===== config.mk =====
export PLATFORM = sky130hd
export DESIGN_NAME = crc_check
export DESIGN_NICKNAME = d
export VERILOG_FILES = /design/src/rtl/crc_check_pkg.sv /design/src/rtl/crc_lfsr_step.sv /design/src/rtl/crc_check.sv
export SDC_FILE = /design/constraint.sdc
export NUM_CORES = 1
export LEC_CHECK = 0
export ABC_AREA = 1
export CAP_MARGIN = 20
export CORE_MARGIN = 10
export CORE_UTILIZATION = 30
export CTS_BUF_LIST = sky130_fd_sc_hd__clkbuf_8
export CTS_CLUSTER_SIZE = 28
export DETAILED_ROUTE_END_ITERATION = 10
export PLACE_DENSITY = 0.44
export REMOVE_ABC_BUFFERS = 1
export SYNTH_ARGS = -nofsm -noshare
export SYNTH_HDL_FRONTEND = slang
export SYNTH_SLANG_ARGS = --single-unit

===== constraint.sdc =====
create_clock -name CLK -period 2.15 [get_ports CLK]
set_input_delay 0.3225 -clock CLK [delete_from_list [all_inputs] [get_ports CLK]]
set_output_delay 0.3225 -clock CLK [all_outputs]
set_load 0.05 [all_outputs]

===== src/rtl/crc_check_pkg.sv =====
// Shared CRC definitions: default polynomial/seed and FSM state encodings.
// Both the CRC generator and the checker take their defaults from here.
package crc_check_pkg;

  localparam int         CRC_WIDTH_DEF = 8;
  localparam logic [7:0] CRC_SEED_DEF  = 8'hD8;
  localparam logic [7:0] CRC_TAPS_DEF  = 8'b0100_0100;

  localparam logic [1:0] ST_IDLE  = 2'd0;
  localparam logic [1:0] ST_DATA  = 2'd1;
  localparam logic [1:0] ST_GAP   = 2'd2;
  localparam logic [1:0] ST_CHECK = 2'd3;

endpackage


===== src/rtl/crc_lfsr_step.sv =====
// One-bit LFSR advance for the serial CRC. This is the single definition of
// the generator rule, shared by the generator and the checker.
module crc_lfsr_step #(
  parameter int           W    = 8,
  parameter logic [W-1:0] TAPS = 8'b0100_0100
) (
  input  logic [W-1:0] lfsr_i,
  input  logic         bit_i,
  output logic [W-1:0] next_o
);

  logic fb;

  assign fb = bit_i ^ lfsr_i[0];

  // Shift right, feedback into the top stage and into every tapped stage.
  always_comb begin
    next_o        = '0;
    next_o[W-1]   = fb;
    for (int i = 0; i < W - 1; i++) begin
      next_o[i] = lfsr_i[i+1] ^ (TAPS[i] & fb);
    end
  end

endmodule


===== src/rtl/crc_check.sv =====
// Serial CRC checker. Payload bits run through the LFSR while ACTIVE is high;
// the received CRC bits (LSB first) are then compared against the LFSR,
// which is drained one bit per CRC bit. A verdict is pulsed on DONE and
// held on CRC_OK / CRC_ERR until the next frame starts.
module crc_check
  import crc_check_pkg::*;
#(
  parameter int                    LFSR_WIDTH = CRC_WIDTH_DEF,
  parameter logic [LFSR_WIDTH-1:0] SEED       = CRC_SEED_DEF,
  parameter logic [LFSR_WIDTH-1:0] TAPS       = CRC_TAPS_DEF
) (
  input  logic CLK,
  input  logic RST,
  input  logic DATA,
  input  logic ACTIVE,
  input  logic CRC_VLD,
  output logic BUSY,
  output logic DONE,
  output logic CRC_OK,
  output logic CRC_ERR
);

  localparam int              CW   = (LFSR_WIDTH > 1) ? $clog2(LFSR_WIDTH) : 1;
  localparam logic [CW-1:0]   LAST = CW'(LFSR_WIDTH - 1);

  logic [1:0]            state_q, state_d;
  logic [LFSR_WIDTH-1:0] lfsr_q, lfsr_d;
  logic [LFSR_WIDTH-1:0] lfsr_run, lfsr_seed;
  logic [CW-1:0]         cnt_q, cnt_d;
  logic                  mis_q, mis_d;
  logic                  done_q, done_d;
  logic                  ok_q, ok_d;
  logic                  err_q, err_d;

  logic do_start, do_abort, do_crc, do_pay, to_gap;
  logic mis_all;

  // Advance of the running LFSR, and of the seed for the first payload bit.
  crc_lfsr_step #(.W(LFSR_WIDTH), .TAPS(TAPS)) u_step_run (
    .lfsr_i (lfsr_q),
    .bit_i  (DATA),
    .next_o (lfsr_run)
  );

  crc_lfsr_step #(.W(LFSR_WIDTH), .TAPS(TAPS)) u_step_seed (
    .lfsr_i (SEED),
    .bit_i  (DATA),
    .next_o (lfsr_seed)
  );

  // Sticky mismatch including the CRC bit currently on the line.
  assign mis_all = mis_q | (DATA ^ lfsr_q[0]);

  // Decode what this cycle does; ACTIVE always wins over CRC_VLD.
  always_comb begin
    do_start = 1'b0;
    do_abort = 1'b0;
    do_crc   = 1'b0;
    do_pay   = 1'b0;
    to_gap   = 1'b0;
    case (state_q)
      ST_IDLE: begin
        do_start = ACTIVE;
      end
      ST_DATA: begin
        if (ACTIVE)       do_pay = 1'b1;
        else if (CRC_VLD) do_crc = 1'b1;
        else              to_gap = 1'b1;
      end
      ST_GAP: begin
        if (ACTIVE) begin
          do_abort = 1'b1;
          do_start = 1'b1;
        end else if (CRC_VLD) begin
          do_crc = 1'b1;
        end
      end
      ST_CHECK: begin
        if (ACTIVE) begin
          do_abort = 1'b1;
          do_start = 1'b1;
        end else if (CRC_VLD) begin
          do_crc = 1'b1;
        end else begin
          do_abort = 1'b1;
        end
      end
      default: ;
    endcase
  end

  // Next-state values; a restart after an abort keeps the abort verdict
  // visible for the DONE cycle and the DATA state clears it afterwards.
  always_comb begin
    state_d = state_q;
    lfsr_d  = lfsr_q;
    cnt_d   = cnt_q;
    mis_d   = mis_q;
    done_d  = 1'b0;
    ok_d    = ok_q;
    err_d   = err_q;

    if (state_q == ST_DATA) begin
      ok_d  = 1'b0;
      err_d = 1'b0;
    end

    if (do_pay) lfsr_d = lfsr_run;

    if (to_gap) state_d = ST_GAP;

    if (do_crc) begin
      lfsr_d = lfsr_q >> 1;
      mis_d  = mis_all;
      cnt_d  = cnt_q + CW'(1);
      if (cnt_q == LAST) begin
        done_d  = 1'b1;
        ok_d    = ~mis_all;
        err_d   = mis_all;
        cnt_d   = '0;
        state_d = ST_IDLE;
      end else begin
        state_d = ST_CHECK;
      end
    end

    if (do_abort) begin
      done_d  = 1'b1;
      ok_d    = 1'b0;
      err_d   = 1'b1;
      state_d = ST_IDLE;
    end

    if (do_start) begin
      state_d = ST_DATA;
      lfsr_d  = lfsr_seed;
      cnt_d   = '0;
      mis_d   = 1'b0;
      if (!do_abort) begin
        ok_d  = 1'b0;
        err_d = 1'b0;
      end
    end

    if (state_q != ST_IDLE && state_q != ST_DATA &&
        state_q != ST_GAP && state_q != ST_CHECK) begin
      state_d = ST_IDLE;
    end
  end

  // State registers with asynchronous active-low reset.
  always_ff @(posedge CLK or negedge RST) begin
    if (!RST) begin
      state_q <= ST_IDLE;
      lfsr_q  <= SEED;
      cnt_q   <= '0;
      mis_q   <= 1'b0;
      done_q  <= 1'b0;
      ok_q    <= 1'b0;
      err_q   <= 1'b0;
    end else begin
      state_q <= state_d;
      lfsr_q  <= lfsr_d;
      cnt_q   <= cnt_d;
      mis_q   <= mis_d;
      done_q  <= done_d;
      ok_q    <= ok_d;
      err_q   <= err_d;
    end
  end

  assign BUSY    = (state_q != ST_IDLE);
  assign DONE    = done_q;
  assign CRC_OK  = ok_q;
  assign CRC_ERR = err_q;

endmodule


* Yosys cells after proc, flatten, opt, wreduce, memory -nomap -nowiden
Index checks and enable logic that the tools add are counted.
** Storage, ports and cells
- Output and inout bits :: 4
- Input port bits :: 5
- Flip-flop bits (word level) :: 17
** Operators by class
- Mux-type cells :: 40
- Bitwise logic cells :: 6
- Reduce and logical (&&, ||, !) cells :: 10
- Equal/unequal tests :: 7
- Add/subtract/negate cells :: 1
** Operator list (number)
- two-way mux 1 bit :: 26
- two-way mux 8 bit :: 3
- two-way mux 2 bit :: 6
- two-way mux 3 bit :: 3
- nonzero test 5 bit :: 1
- == test 2 bit, second input constant :: 2
- inequality test 2 bit, second input constant :: 2
- case mux 1 bit (2 select lines) :: 2
- nonzero test 2 bit :: 2
- adder 3 x 1 -> 3 bit, second input constant :: 1
- == test 3 bit, second input constant :: 1
- logical AND 1 bit :: 3
- nonzero test 3 bit :: 1
- OR reduction 3 bit :: 1
- bitwise XOR 1 bit :: 3
- == test 2 x 1 -> 1 bit, second input constant :: 1
- logical NOT 2 bit :: 1
- inequality test 2 x 1 -> 1 bit, second input constant :: 1
- inverter 1 bit :: 2
- OR reduction 2 bit :: 1
- bitwise OR 1 bit :: 1

* Logic depth before layout (Yosys ltp)
- Word-level depth :: 8
- Depth in mapped cells :: 8
- Mapped depth without buffers :: 8

* Modules after synthesis
A second synthesis with hierarchy kept.
** Second synthesis, totals
- Cell total of the unflattened synthesis :: 181
- Area, all modules :: 1272.5 um2
** Modules (own cells, without submodules)
- crc_check :: sequential area each 430.4 um2, cells an instance 139, area each 1059.8 um2, times used 1
- crc_lfsr_step :: sequential area each 0.0 um2, cells an instance 21, area each 106.4 um2, times used 2

* Worst setup path before layout
Ideal clock, no wire load.
- Path kind :: register to register
- Start point :: reg state_q[0]
- End point :: reg lfsr_q[2]
- Clock period less this slack :: 1.478 ns
- Setup time :: 0.125 ns
- Setup slack :: 0.672 ns
- Required time :: 2.025 ns
- Buffers on the path :: 0
- Cell stages (with the launch flop) :: 9
- Arrival time :: 1.353 ns
- Cell sequence :: dfrtp_1 > inv_1 > nand2_1 > nand2_2 > inv_2 > nor2_4 > inv_2 > nor2_1 > a21oi_1
** On the way
- Word-level cells in the longest chain between the ends :: 5
- Elaborated cells on any way between the ends :: 12
- Classes of those cells :: eq/ne (3); mux (5); reduce/logical (4)
** RTL lines
- from (decl) :: line crc_check.sv:26 : logic [1:0] state_q, state_d;
- from (signal assigned) :: line crc_check.sv:162 : state_q <= state_d;
- == test 2 x 1 -> 1 bit / == test 2 bit (equally long branches) :: line crc_check.sv:61 : case (state_q)
- OR reduction 3 bit (no line)
- two-way mux 1 bit
- two-way mux 8 bit :: line crc_check.sv:112 : if (do_crc) begin
- two-way mux 8 bit :: line crc_check.sv:134 : if (do_start) begin
- to (signal assigned) :: line crc_check.sv:163 : lfsr_q <= lfsr_d;
- to (decl) :: line crc_check.sv:27 : logic [LFSR_WIDTH-1:0] lfsr_q, lfsr_d;
Parallel ways exist; a longest one is shown, timed or not.
A chain may end at the register's enable or synchronous reset.

* Final worst setup path
- Start point :: reg state_q[1]
- End point :: out BUSY
** On the way
- Word-level cells in the longest chain between the ends :: 1
** RTL lines
- nonzero test 2 bit :: line crc_check.sv:172 : assign BUSY = (state_q != ST_IDLE);
- to (decl) :: line crc_check.sv:17 : output logic BUSY,
No other way between the ends.

==> results.md <==
* Synth area leaders: sky130_fd_sc_hd__dfrtp_1 38%, sky130_fd_sc_hd__nand2_1 13%, sky130_fd_sc_hd__dfstp_2 12%, sky130_fd_sc_hd__nand3_1 5.9%, sky130_fd_sc_hd__o21ai_0 5.3%
* Number of resized instances in the post-cts repair step at 0
* Worst flop-to-flop path startpoint: state_q[1]$_DFFE_PN0P_
* Layout area overhead at 19.3%
* Simple-gate portion of the synthesized area at 27.5%
* Part of the total power dissipated in the clock network at 28.1%
* Filler cells at 292
* Wire length of the first global-routing pass at 3.07 mm
* Peak supply drop at 0.000374 V
* Average size of a mapped cell at 8.09 sq um
* Total I/O pin count at 9
* Synth Area in Adders at 4.42%
* Most area-hungry cell type in the Yosys netlist: sky130_fd_sc_hd__dfrtp_1
* Critical Path Source Type: register
* Share of cells above drive strength 1 at 12.8%
* Clock sink count at 17
* Final TNS setup at 0 ps
* Final period util at 89.5%
* Mapped Area at 850 sq um
* Number of nets at the end of the flow at 126
* Clock period minus worst slack at 1930 ps
* WL per Instance at 11.7 um
* Measured slew at the worst slew-check pin at 496 ps
* Maximum root-to-sink buffer count at 2
* M1 GR Usage at 9.77%
* Largest fanout on the critical path at 3
* Total internal power at 0.000585 W
* Unique cell type count in the Yosys netlist at 17
* Flip-flop and latch area at 430 sq um
* Static leakage power at 0.519 nW
* Core Footprint at 2730 sq um
* Antenna violations before repair at 0
* Crit. End Element: output port
* Site row count at 19
* Clock H-tree levels at 1
* Arrival @ worst endpoint at 1600 ps
* Top cells by instance count after synthesis: 29 x sky130_fd_sc_hd__nand2_1, 13 x sky130_fd_sc_hd__dfrtp_1, 11 x sky130_fd_sc_hd__inv_1
* Clock transition time at the flip-flop clock pins of the worst setup and hold paths at 70 ps
* Capturing point of the worst reg2reg path: lfsr_q[2]$_DFFE_PN0P_
* Library cell used as clock root buffer: sky130_fd_sc_hd__clkbuf_8
* Number of buffers created by CTS at 3
* Worst-case setup slack after placement at 321 ps
* Post-synthesis sequential area ratio at 50.7%
* Post-synthesis async set-or-reset flop share at 100%
* Number of hold-slack violations in the final timing report at 0
* TritonCTS clock tree: yes
* Number of antenna cells inserted at 0
* Post-CTS setup repair buffer count at 0
* Area taken by multi-input logic gates at 355 sq um
* Final Max Slew Viols at 0
* Run status: finished, final reports clean
* Cells after synthesis at 105
* Final Skew at 0.940 ps
* Max frequency at 0.519 GHz
* Per-cell via count in the routed design at 4.63
* Die Width at 73.2 um
* Initial Util at 31.1%
* Compound-cell area share of the yosys netlist at 9.87%
* Sw Pwr at 0.000269 W
* Proportion of netlist area held by the largest area contributor at 38.3%
* Clock latency at the later pin of the worst-skew pair at 250 ps
* Post-synth EDFFs at 0
* Congestion Overflow GR at 0
* Number of violations of the max-capacitance limit at 0
* GRT met3 Usage at 2.45%
* FF-to-FF setup slack at 760 ps
* Number of buffers inserted by hold repair at cts at 0
* Detailed router's first-iteration violation count at 52
* Detailed-route via count at 685
* Overall die height at 73.2 um
* Count of unresolved DRC violations after routing at 0
* Global routing's busiest layer: met1
* Yosys reg bits at 17
* Residual antenna-violating net count after detailed routing at 0
* RSZ-0062 raised after global routing: no
* Class of the most critical hold timing path: primary input to async pin
* HPWL after detailed placement at 1.33 mm
* Detailed-routing iteration count for the pre-antenna-repair pass at 3
* Setup ws final at 225 ps
* Largest net degree at the start of global routing at 18
* R2r worst-path depth at 8
* Worst-case headroom to the max-slew limit at 66.8%
* Number of global-route vias before repair at 673
* Kind of critical path: register to output port
* Cell with the most instances after synthesis: sky130_fd_sc_hd__nand2_1
* Weighted congestion at the end of routability-driven global placement at 0.767
* Part of the power in registers at 48.6%
* Proportion of total power due to net switching at 31.5%
* Die area at 5360 sq um
* Synth Area in XOR/XNOR at 0%
* Required time worst endpoint at 1830 ps
* Share of cell area taken by muxes after synthesis at 0%
* Number of port buffers at 8
* Portion of total power attributed to combinational logic at 23.2%
* Aggregate routed wire length at 1.73 mm
* Pwr per Cell Area at 843 nW/um^2
* Combinational family with the most area after synthesis: simple AND/OR/NAND/NOR gates
* Count of final setup violators at 0
* GRT Resource Usage Total at 7.37%
* Yosys warnings at 0
* Primary FF master, synth: sky130_fd_sc_hd__dfrtp_1
* Fraction of met2 tracks used by global routing at 9.65%
[final cells by class]
type	instances	share of cell area, %
inverter	13	4.81
clock buffer	3	4.07
timing repair buffer	10	9.38
sequential	17	42.5
tap	31	3.83
clock inverter	1	0.370
multi-input combinational	73	35.1
[per-layer routing]
metal  up-vias  part of all wire [%]
met5         -                     0
met4         0                   2.0
met3         4                   5.5
met2         9                    39
met1       313                    54
li1        359                     -
[state kept, by name, indices dropped and copies added (netlist names)]
| register | cells |
|---|---|
| state_q | 2 |
| cnt_q | 3 |
| DONE | 1 |
| lfsr_q | 8 |
| mis_q | 1 |
| CRC_ERR | 1 |
| CRC_OK | 1 |
[through the flow]
stage                     cells  power, W  area, sq um  hold slack [ps]  util [%]
after detailed placement    144  0.000625          968              479      35.4
final                       148  0.000854         1010              389      37.1
after CTS                   148  0.000865         1010              395      37.1
after floorplan             103  0.000554          835             26.9         -
after global routing        148  0.000914         1010              419      37.1
after global placement      144  0.000627          968              473      35.4
[worst max-delay path, stage by stage, from the launching register on]
cell and delay, ps:
sky130_fd_sc_hd__dfrtp_1 380, sky130_fd_sc_hd__inv_1 70, sky130_fd_sc_hd__nand2_1 90, sky130_fd_sc_hd__clkdlybuf4s50_1 810
[kinds of logic after synthesis]
logic type,after synthesis
AND/OR/NAND/NOR,54
flip-flops,17
AO/OA/AOI/OAI,16
buffers and inverters,15
adder cells (fa/ha/maj),3
[worst max-delay path by stage]
stage / cells after the start / start / slack, ps / to
final: 3 / state_q[1]$_DFFE_PN0P_ / 220 / BUSY
after global routing: 3 / state_q[1]$_DFFE_PN0P_ / 170 / BUSY
after CTS: 3 / state_q[1]$_DFFE_PN0P_ / 220 / BUSY
after detailed placement: 8 / ACTIVE / 320 / lfsr_q[2]$_DFFE_PN0P_
after global placement: 8 / ACTIVE / 330 / lfsr_q[7]$_DFFE_PN1P_
after floorplan: 8 / state_q[0]$_DFFE_PN0P_ / 540 / lfsr_q[0]$_DFFE_PN0P_
[cell usage in the layout (no fill, tap or decap)]
cell / netlist / routed
sky130_fd_sc_hd__a21oi_1: 3 / 3
sky130_fd_sc_hd__buf_4: 2 / 2
sky130_fd_sc_hd__clkbuf_8: 0 / 3
sky130_fd_sc_hd__clkdlybuf4s50_1: 0 / 8
sky130_fd_sc_hd__dfrtp_1: 13 / 13
sky130_fd_sc_hd__dfstp_2: 4 / 4
sky130_fd_sc_hd__ha_1: 3 / 3
sky130_fd_sc_hd__inv_1: 11 / 12
sky130_fd_sc_hd__inv_2: 2 / 2
sky130_fd_sc_hd__nand2_1: 29 / 29
sky130_fd_sc_hd__nand2_2: 2 / 2
sky130_fd_sc_hd__nand3_1: 10 / 10
sky130_fd_sc_hd__nand4_1: 2 / 2
sky130_fd_sc_hd__nor2_1: 9 / 9
sky130_fd_sc_hd__nor2_4: 1 / 1
sky130_fd_sc_hd__nor3_1: 1 / 1
sky130_fd_sc_hd__o21ai_0: 9 / 9
sky130_fd_sc_hd__o21ai_1: 3 / 3
sky130_fd_sc_hd__o21ai_2: 1 / 1
[power groups by stage]
stage	combinational (W)	sequential (W)	clock (W)
final	0.000198	0.000415	0.000240
after global routing	0.000230	0.000422	0.000262
after CTS	0.000204	0.000415	0.000246
after detailed placement	0.000203	0.000421	0
after global placement	0.000204	0.000423	0
after floorplan	0.000125	0.000430	0
Power figures use the tool's default switching activity.
